[src/rtl/instr_encoder_pkg.sv]
// Shared instruction-format definitions: class codes, data-proc command codes,
// field bit positions and the combinational encode function used by instr_encoder.
package instr_encoder_pkg;

  typedef enum logic [1:0] {
    CLS_DP  = 2'd0,
    CLS_MEM = 2'd1,
    CLS_BR  = 2'd2,
    CLS_ILL = 2'd3
  } cls_e;

  localparam logic [3:0] CMD_AND = 4'b0000;
  localparam logic [3:0] CMD_SUB = 4'b0010;
  localparam logic [3:0] CMD_ADD = 4'b0100;
  localparam logic [3:0] CMD_TST = 4'b1000;
  localparam logic [3:0] CMD_CMP = 4'b1010;
  localparam logic [3:0] CMD_CMN = 4'b1011;
  localparam logic [3:0] CMD_ORR = 4'b1100;
  localparam logic [3:0] CMD_LSL = 4'b1101;

  localparam int COND_LSB  = 28;
  localparam int OP_LSB    = 26;
  localparam int FUNCT_LSB = 20;
  localparam int RN_LSB    = 16;
  localparam int RD_LSB    = 12;
  localparam int SRC2_LSB  = 0;

  localparam int WORD_W = 32;
  localparam int ADDR_W = 8;

  typedef struct packed {
    logic              legal;
    logic [WORD_W-1:0] word;
  } enc_t;

  function automatic enc_t encode(
    input logic [1:0]  cls,
    input logic [3:0]  cond,
    input logic [3:0]  cmd,
    input logic        imm,
    input logic        s,
    input logic        load,
    input logic [3:0]  rn,
    input logic [3:0]  rd,
    input logic [11:0] src2,
    input logic [23:0] imm24
  );
    enc_t       r;
    logic       s_eff;
    logic [3:0] rd_eff;
    r      = '0;
    s_eff  = s;
    rd_eff = rd;
    r.word[COND_LSB +: 4] = cond;
    r.word[OP_LSB +: 2]   = cls;
    case (cls)
      CLS_DP: begin
        case (cmd)
          CMD_AND, CMD_SUB, CMD_ADD, CMD_TST,
          CMD_CMP, CMD_CMN, CMD_ORR, CMD_LSL: r.legal = 1'b1;
          default:                            r.legal = 1'b0;
        endcase
        // Compare-type ops only set flags: S forced on, no destination register.
        if (cmd == CMD_CMP || cmd == CMD_TST || cmd == CMD_CMN) begin
          s_eff  = 1'b1;
          rd_eff = 4'b0000;
        end
        r.word[FUNCT_LSB +: 6] = {imm, cmd, s_eff};
        r.word[RN_LSB +: 4]    = rn;
        r.word[RD_LSB +: 4]    = rd_eff;
        r.word[SRC2_LSB +: 12] = src2;
      end
      CLS_MEM: begin
        r.legal                = 1'b1;
        r.word[FUNCT_LSB +: 6] = {~imm, 4'b1100, load};
        r.word[RN_LSB +: 4]    = rn;
        r.word[RD_LSB +: 4]    = rd;
        r.word[SRC2_LSB +: 12] = src2;
      end
      CLS_BR: begin
        r.legal        = 1'b1;
        r.word[25:24]  = 2'b10;
        r.word[23:0]   = imm24;
      end
      default: r.legal = 1'b0;
    endcase
    return r;
  endfunction

endpackage

[src/rtl/enc_fifo2.sv]
// Two-entry FIFO; entry 0 is always the head. Occupancy is exported so the
// parent can derive its ready and so checkers can observe the buffer state.
module enc_fifo2 #(
  parameter int W = 40
) (
  input  logic         clk_i,
  input  logic         rst_i,
  input  logic         flush_i,
  input  logic         push_i,
  input  logic [W-1:0] din_i,
  input  logic         pop_i,
  output logic [W-1:0] dout_o,
  output logic         valid_o,
  output logic [1:0]   occ_o
);

  logic [W-1:0] mem0_q, mem0_d, mem1_q, mem1_d;
  logic [1:0]   occ_q, occ_d;
  logic         push_ok, pop_ok;

  assign push_ok = push_i && (occ_q != 2'd2);
  assign pop_ok  = pop_i && (occ_q != 2'd0);

  always_comb begin
    mem0_d = mem0_q;
    mem1_d = mem1_q;
    occ_d  = occ_q;
    if (flush_i) begin
      occ_d = 2'd0;
    end else if (push_ok && pop_ok) begin
      // Occupancy unchanged; new word lands behind whatever remains.
      if (occ_q == 2'd1) begin
        mem0_d = din_i;
      end else begin
        mem0_d = mem1_q;
        mem1_d = din_i;
      end
    end else if (push_ok) begin
      if (occ_q == 2'd0) mem0_d = din_i;
      else               mem1_d = din_i;
      occ_d = occ_q + 2'd1;
    end else if (pop_ok) begin
      mem0_d = mem1_q;
      occ_d  = occ_q - 2'd1;
    end
  end

  always_ff @(posedge clk_i or posedge rst_i) begin
    if (rst_i) begin
      mem0_q <= '0;
      mem1_q <= '0;
      occ_q  <= 2'd0;
    end else begin
      mem0_q <= mem0_d;
      mem1_q <= mem1_d;
      occ_q  <= occ_d;
    end
  end

  assign dout_o  = mem0_q;
  assign valid_o = (occ_q != 2'd0);
  assign occ_o   = occ_q;

endmodule

[src/rtl/instr_encoder.sv]
// Instruction encoder: combinational field packing, address tagging and
// illegal-input accounting in front of a 2-entry output buffer.
// Handshakes: a transfer happens on a rising edge where valid and ready are both high.
module instr_encoder
  import instr_encoder_pkg::*;
(
  input  logic        clk,
  input  logic        reset,
  input  logic        start,
  input  logic        in_valid,
  output logic        in_ready,
  input  logic [1:0]  in_cls,
  input  logic [3:0]  in_cond,
  input  logic [3:0]  in_cmd,
  input  logic        in_imm,
  input  logic        in_s,
  input  logic        in_load,
  input  logic [3:0]  in_rn,
  input  logic [3:0]  in_rd,
  input  logic [11:0] in_src2,
  input  logic [23:0] in_imm24,
  output logic        out_valid,
  input  logic        out_ready,
  output logic [31:0] out_word,
  output logic [7:0]  out_addr,
  output logic        err,
  output logic [7:0]  err_cnt
);

  enc_t        enc;
  logic        accept, push, bad;
  logic [1:0]  occ;
  logic [39:0] fifo_dout;
  logic [7:0]  addr_q, addr_d, err_cnt_q, err_cnt_d;
  logic        err_q, err_d;

  assign enc = encode(in_cls, in_cond, in_cmd, in_imm, in_s, in_load,
                      in_rn, in_rd, in_src2, in_imm24);

  // start drops the coincident input; illegal words are consumed but never buffered.
  assign accept = in_valid && in_ready && !start;
  assign push   = accept && enc.legal;
  assign bad    = accept && !enc.legal;

  always_comb begin
    addr_d    = addr_q;
    err_d     = err_q;
    err_cnt_d = err_cnt_q;
    if (start) begin
      addr_d    = 8'd0;
      err_d     = 1'b0;
      err_cnt_d = 8'd0;
    end else begin
      if (push) addr_d = addr_q + 8'd1;
      if (bad) begin
        err_d = 1'b1;
        if (err_cnt_q != 8'hFF) err_cnt_d = err_cnt_q + 8'd1;
      end
    end
  end

  always_ff @(posedge clk or posedge reset) begin
    if (reset) begin
      addr_q    <= 8'd0;
      err_q     <= 1'b0;
      err_cnt_q <= 8'd0;
    end else begin
      addr_q    <= addr_d;
      err_q     <= err_d;
      err_cnt_q <= err_cnt_d;
    end
  end

  enc_fifo2 #(.W(40)) u_fifo (
    .clk_i   (clk),
    .rst_i   (reset),
    .flush_i (start),
    .push_i  (push),
    .din_i   ({addr_q, enc.word}),
    .pop_i   (out_ready),
    .dout_o  (fifo_dout),
    .valid_o (out_valid),
    .occ_o   (occ)
  );

  assign in_ready = (occ != 2'd2);
  assign out_addr = fifo_dout[39:32];
  assign out_word = fifo_dout[31:0];
  assign err      = err_q;
  assign err_cnt  = err_cnt_q;

endmodule

[config.mk]
export PLATFORM = sky130hd
export DESIGN_NAME = instr_encoder
export DESIGN_NICKNAME = d
export VERILOG_FILES = /design/src/rtl/instr_encoder_pkg.sv /design/src/rtl/enc_fifo2.sv /design/src/rtl/instr_encoder.sv
export SDC_FILE = /design/constraint.sdc
export NUM_CORES = 1
export LEC_CHECK = 0
export CORE_ASPECT_RATIO = 0.9
export CORE_MARGIN = 2
export CORE_UTILIZATION = 45
export DETAILED_ROUTE_END_ITERATION = 10
export PLACE_DENSITY_LB_ADDON = 0.05
export SLEW_MARGIN = 0
export SYNTH_ARGS = -nofsm -noshare
export SYNTH_HDL_FRONTEND = slang
export SYNTH_HIERARCHICAL = 1
export SYNTH_SLANG_ARGS = --single-unit
[constraint.sdc]
create_clock -name clk -period 6.6 [get_ports clk]
set_clock_uncertainty 0.2 [all_clocks]
set_input_delay 1.98 -clock clk [delete_from_list [all_inputs] [get_ports clk]]
set_output_delay 1.98 -clock clk [all_outputs]
set_load 0.05 [all_outputs]
==> flow_results.org <==
** Yosys
- By area the synthesized netlist is led by sky130_fd_sc_hd__dfrtp_1 43%, sky130_fd_sc_hd__mux2_1 16%, sky130_fd_sc_hd__a22oi_1 7.7%, sky130_fd_sc_hd__a31oi_1 4.4%, sky130_fd_sc_hd__nand3_1 4.0%.
- Post-synthesis cell count :: 567
- The netlist uses 49 different library cells.
- The synthesized design spends more area on one cell type than any other, namely sky130_fd_sc_hd__dfrtp_1.
- Post-synthesis sequential element count :: 99
- Post-synthesis simple-gate area fraction :: between 10% and 20%
- Number of enable flip-flop cells after synthesis :: 0
- Fraction of post-synthesis cell area in the top cell type by area :: 43.1%
- Main combinational cell family by area after synthesis :: compound AO/OA/AOI/OAI gates
- After Yosys synthesis, full adders, half adders and majority gates account for about 2.1% of the synthesized area.
- Summing the areas of all compound-gate instances in the mapped netlist gives 16.8% of the synthesized area.
- For this run, the leading register cell type out of synthesis is sky130_fd_sc_hd__dfrtp_1.
- Net Count, Synth :: 638
- Of the synthesized area, sequential elements account for 43.1%.
- Post-synthesis async set-or-reset flop share :: between 90% and 100%
- In this run the mean area of a mapped cell was a little over 10 sq um.
- Summing every instance area after synthesis gives 5740 sq um.
- The Yosys step of the flow raised 6 warnings.
- Of the post-synthesis cell area, the part taken by muxes is 16.8%.
- Synth Area in XOR/XNOR :: less than 1%

** Timing
- In the finished design, the share of the clock period the worst path needs comes to between 70% and 80%.
- RSZ-0062 raised after global routing :: false
- Clock period minus worst slack :: around 5.2 ns
- Worst max-slew margin expressed relative to the limit :: 27.8%
- For the pin with the worst max-slew slack, the measured transition is 1.08 ns.
- Number of setup violations in the final report :: 0
- Summed over all failing endpoints, the final setup total negative slack is 0 ns.
- Highest attainable clock frequency :: 192 MHz
- Max Slew Vio Count :: 0
- Final hold violation count :: 0

** Worst setup path
- Cell at the slowest stage of the critical path :: sky130_fd_sc_hd__and4bb_2
- STA classifies the critical path endpoint as a flop.
- Critical path's most frequent cell :: sky130_fd_sc_hd__buf_4
- CP required :: 6.66 ns
- Maximum net fanout on the critical path :: 24
- Data on the critical path arrives at its endpoint at 5.27 ns.
- The worst setup path is of the in2reg kind.
- Walking the worst path, the cells encountered are clkdlybuf4s50_1 -> inv_1 -> ha_1 -> a21boi_2 -> o221ai_2 -> buf_4 -> nor2_1 -> and4bb_2 -> buf_4 -> a22oi_1 -> a31oi_1.
- The worst setup path is launched from an input port.
- Maximum cell stage delay along the critical path :: 0.69 ns

** Cells and area
- Combined flip-flop and latch cell area :: approximately 2500 sq um
- Number of nets in the layout :: 719
- In the final layout, the multi-input gates occupy 2980 sq um.
- Fillcell total :: 1134
- Finished Core Util :: 57.2%
- The number of antenna diodes in the final layout is 0.
- Area grow syn2layout :: 25.4%
- Cells with a size suffix above 1 make up 6.91% of the layout.

** Detailed routing
- DRT Wirelength :: ~16 mm
- Before antenna repair, the detailed router went through 5 iterations.
- In the routed design, unresolved DRC markers number 0.
- For this block, the initial DRC count from the detailed router was 267.
- In this run the remaining antenna-violating nets after routing total 0.
- Vias/cell :: 6.00
- Via count :: 4888
- In the final routed layout, each cell accounts on average for just under 20 um.

** Placed design
- Routability cong. :: 0.768
- Once detailed placement completed, the half-perimeter wirelength came to 9.74 mm.
- Quantity of I/O buffers inserted on ports :: 112

** Clock tree
- The later pin in the worst-skew pair is clocked with a latency of 0.35 ns.
- The clock passes through at most 2 buffers.
- Clock-pin transition on the worst setup and hold timing paths :: around 0.06 ns
- Clock tree from TritonCTS :: built
- Clk Tree Root Cell :: sky130_fd_sc_hd__clkbuf_16
- In this run, post-CTS hold repair placed 0 buffers.
- Clock Sinks :: 99
- In this run, CTS created clock tree buffers numbering 9.
- Number of H-tree levels :: 3
- Post-CTS repair changed the size of 0 cells.
- Once the clock tree was built, the setup fixing pass inserted 0 buffers.

** Global route
- Wire length of the first global-routing pass :: 25.3 mm
- Vias in the first global route :: 4869
- Global routing usage summed across all routing layers :: 23.5%
- Initial antenna violation count :: 0
- Entering global routing, the biggest net connects 48 pins.
- Remaining global-route overflow :: 0

** Job
- Max-cap violations in this run came to 0.

** Outcome
- Run status :: completed

** Die
- I/O pin count :: 113
- The floorplan step set the die height to 111 um.
- The floorplan has 39 rows.
- Once the floorplan was initialized, standard cells occupied 45.6% of the core.
- The floorplan step set the die width to 123 um.
- In this run the standard cell core region covers 12600 sq um.
- The die covers approximately 14000 sq um.

** Pwr
- Power density over the cells :: 413 nW/um^2
- Worst vdd rail ir drop :: 248 uV
- Summed over all cells, the static leakage comes to around 0.003 uW.

** Min path
- The path class of the tightest hold or removal check is reg2reg.
-- power by group --
group	switching [uW]	leakage [uW]	internal (uW)	total [uW]
Sequential	144	0.00128	826	970
Clock	229	0.000137	270	500
Combinational	927	0.00160	580	1510
Total	1300	0.00301	1680	2980
-- metrics by stage --
stage	instances	hold slack [ns]	area [sq um]	power (uW)	worst slack, ns
final	815	0.315	7200	2980	1.39
after global routing	815	0.325	7200	3140	1.21
after CTS	815	0.314	7200	2990	1.42
after detailed placement	801	0.300	6930	2490	1.07
after global placement	801	0.289	6930	2450	1.15
after floorplan	567	0.280	5740	2010	2.31
-- worst paths after layout --
check                                       start           endpoint  slack (ns)  cells past startpoint
worst max-delay path                    in_cls[0]  u_fifo/dout_o[25]        1.39                     11
worst min-delay path            u_fifo/mem1_q[21]  u_fifo/mem1_q[21]        0.32                      1
worst max register to register    u_fifo/occ_o[1]  u_fifo/mem1_q[24]        3.65                      7
worst min register to register  u_fifo/mem1_q[21]  u_fifo/mem1_q[21]        0.32                      1
max in group asynchronous                   reset   u_fifo/dout_o[8]        3.28                      3
min in group asynchronous                   reset          addr_q[2]        1.89                      2
-- layer usage --
metal  track usage [%]  vias to the layer above  share of wire (%)
met2              38.5                      130                 48
met3              5.30                       10                4.9
met4              5.38                        0               0.92
met5                 0                        -                  0
li1                  -                     2298                  -
met1              31.8                     2450                 46
-- worst max-delay path, delay by kind of cell --
kind	cells	cell delay, ns
buffers and inverters	4	1.25
and+or+nand+nor	2	1.01
AOI/OAI and AO/OA	4	0.67
adders and majority gates	1	0.33
-- kinds of logic after synthesis --
| group | Yosys count |
|---|---|
| simple gates | 167 |
| compound gates | 138 |
| flops | 99 |
| mux | 86 |
| buf+inv | 66 |
| fa+ha+maj | 10 |
| xor+xnor | 1 |
-- sequential cells by signal (all words and copies together) (netlist names) --
name / count
u_fifo/mem1_q: 40
addr_q: 8
err: 1
err_cnt: 8
u_fifo/occ_o: 2
u_fifo/dout_o: 40
-- synthesized netlist by cell type, drive strengths merged (2+ instances only) --
master / count
a211oi: 2
a21oi: 11
a221oi: 2
a22oi: 59
a31oi: 40
a41oi: 2
and3: 4
and4: 4
buf: 23
clkbuf: 30
dfrtp: 99
ha: 9
inv: 13
mux2: 83
mux2i: 3
nand2: 17
nand2b: 5
nand3: 46
nand4: 3
nor2: 25
nor2b: 6
nor3: 43
o21ai: 9
o31ai: 4
or2: 4
or4: 4
-- final cells by class --
cell class	count	area share (%)
repair buffers	123	16.9
inverters	13	0.695
well taps	164	2.85
clock buffers	11	3.51
flip-flops and latches	99	34.4
multi-input cells	402	41.4
clock inverters	3	0.209
-- layout by cell type (no fill, tap or decap), types with 5 or more instances in the layout --
master,instances
sky130_fd_sc_hd__mux2_1,81
sky130_fd_sc_hd__nor3_1,43
sky130_fd_sc_hd__clkdlybuf4s50_1,112
sky130_fd_sc_hd__nor2_1,25
sky130_fd_sc_hd__o21ai_0,9
sky130_fd_sc_hd__buf_4,10
sky130_fd_sc_hd__dfrtp_1,99
sky130_fd_sc_hd__nor2b_1,5
sky130_fd_sc_hd__a22oi_1,59
sky130_fd_sc_hd__clkbuf_16,9
sky130_fd_sc_hd__a21oi_1,11
sky130_fd_sc_hd__inv_1,12
sky130_fd_sc_hd__ha_1,8
sky130_fd_sc_hd__nand2_1,16
sky130_fd_sc_hd__a31oi_1,40
sky130_fd_sc_hd__nand3_1,46
Power figures use the tool's default switching activity.
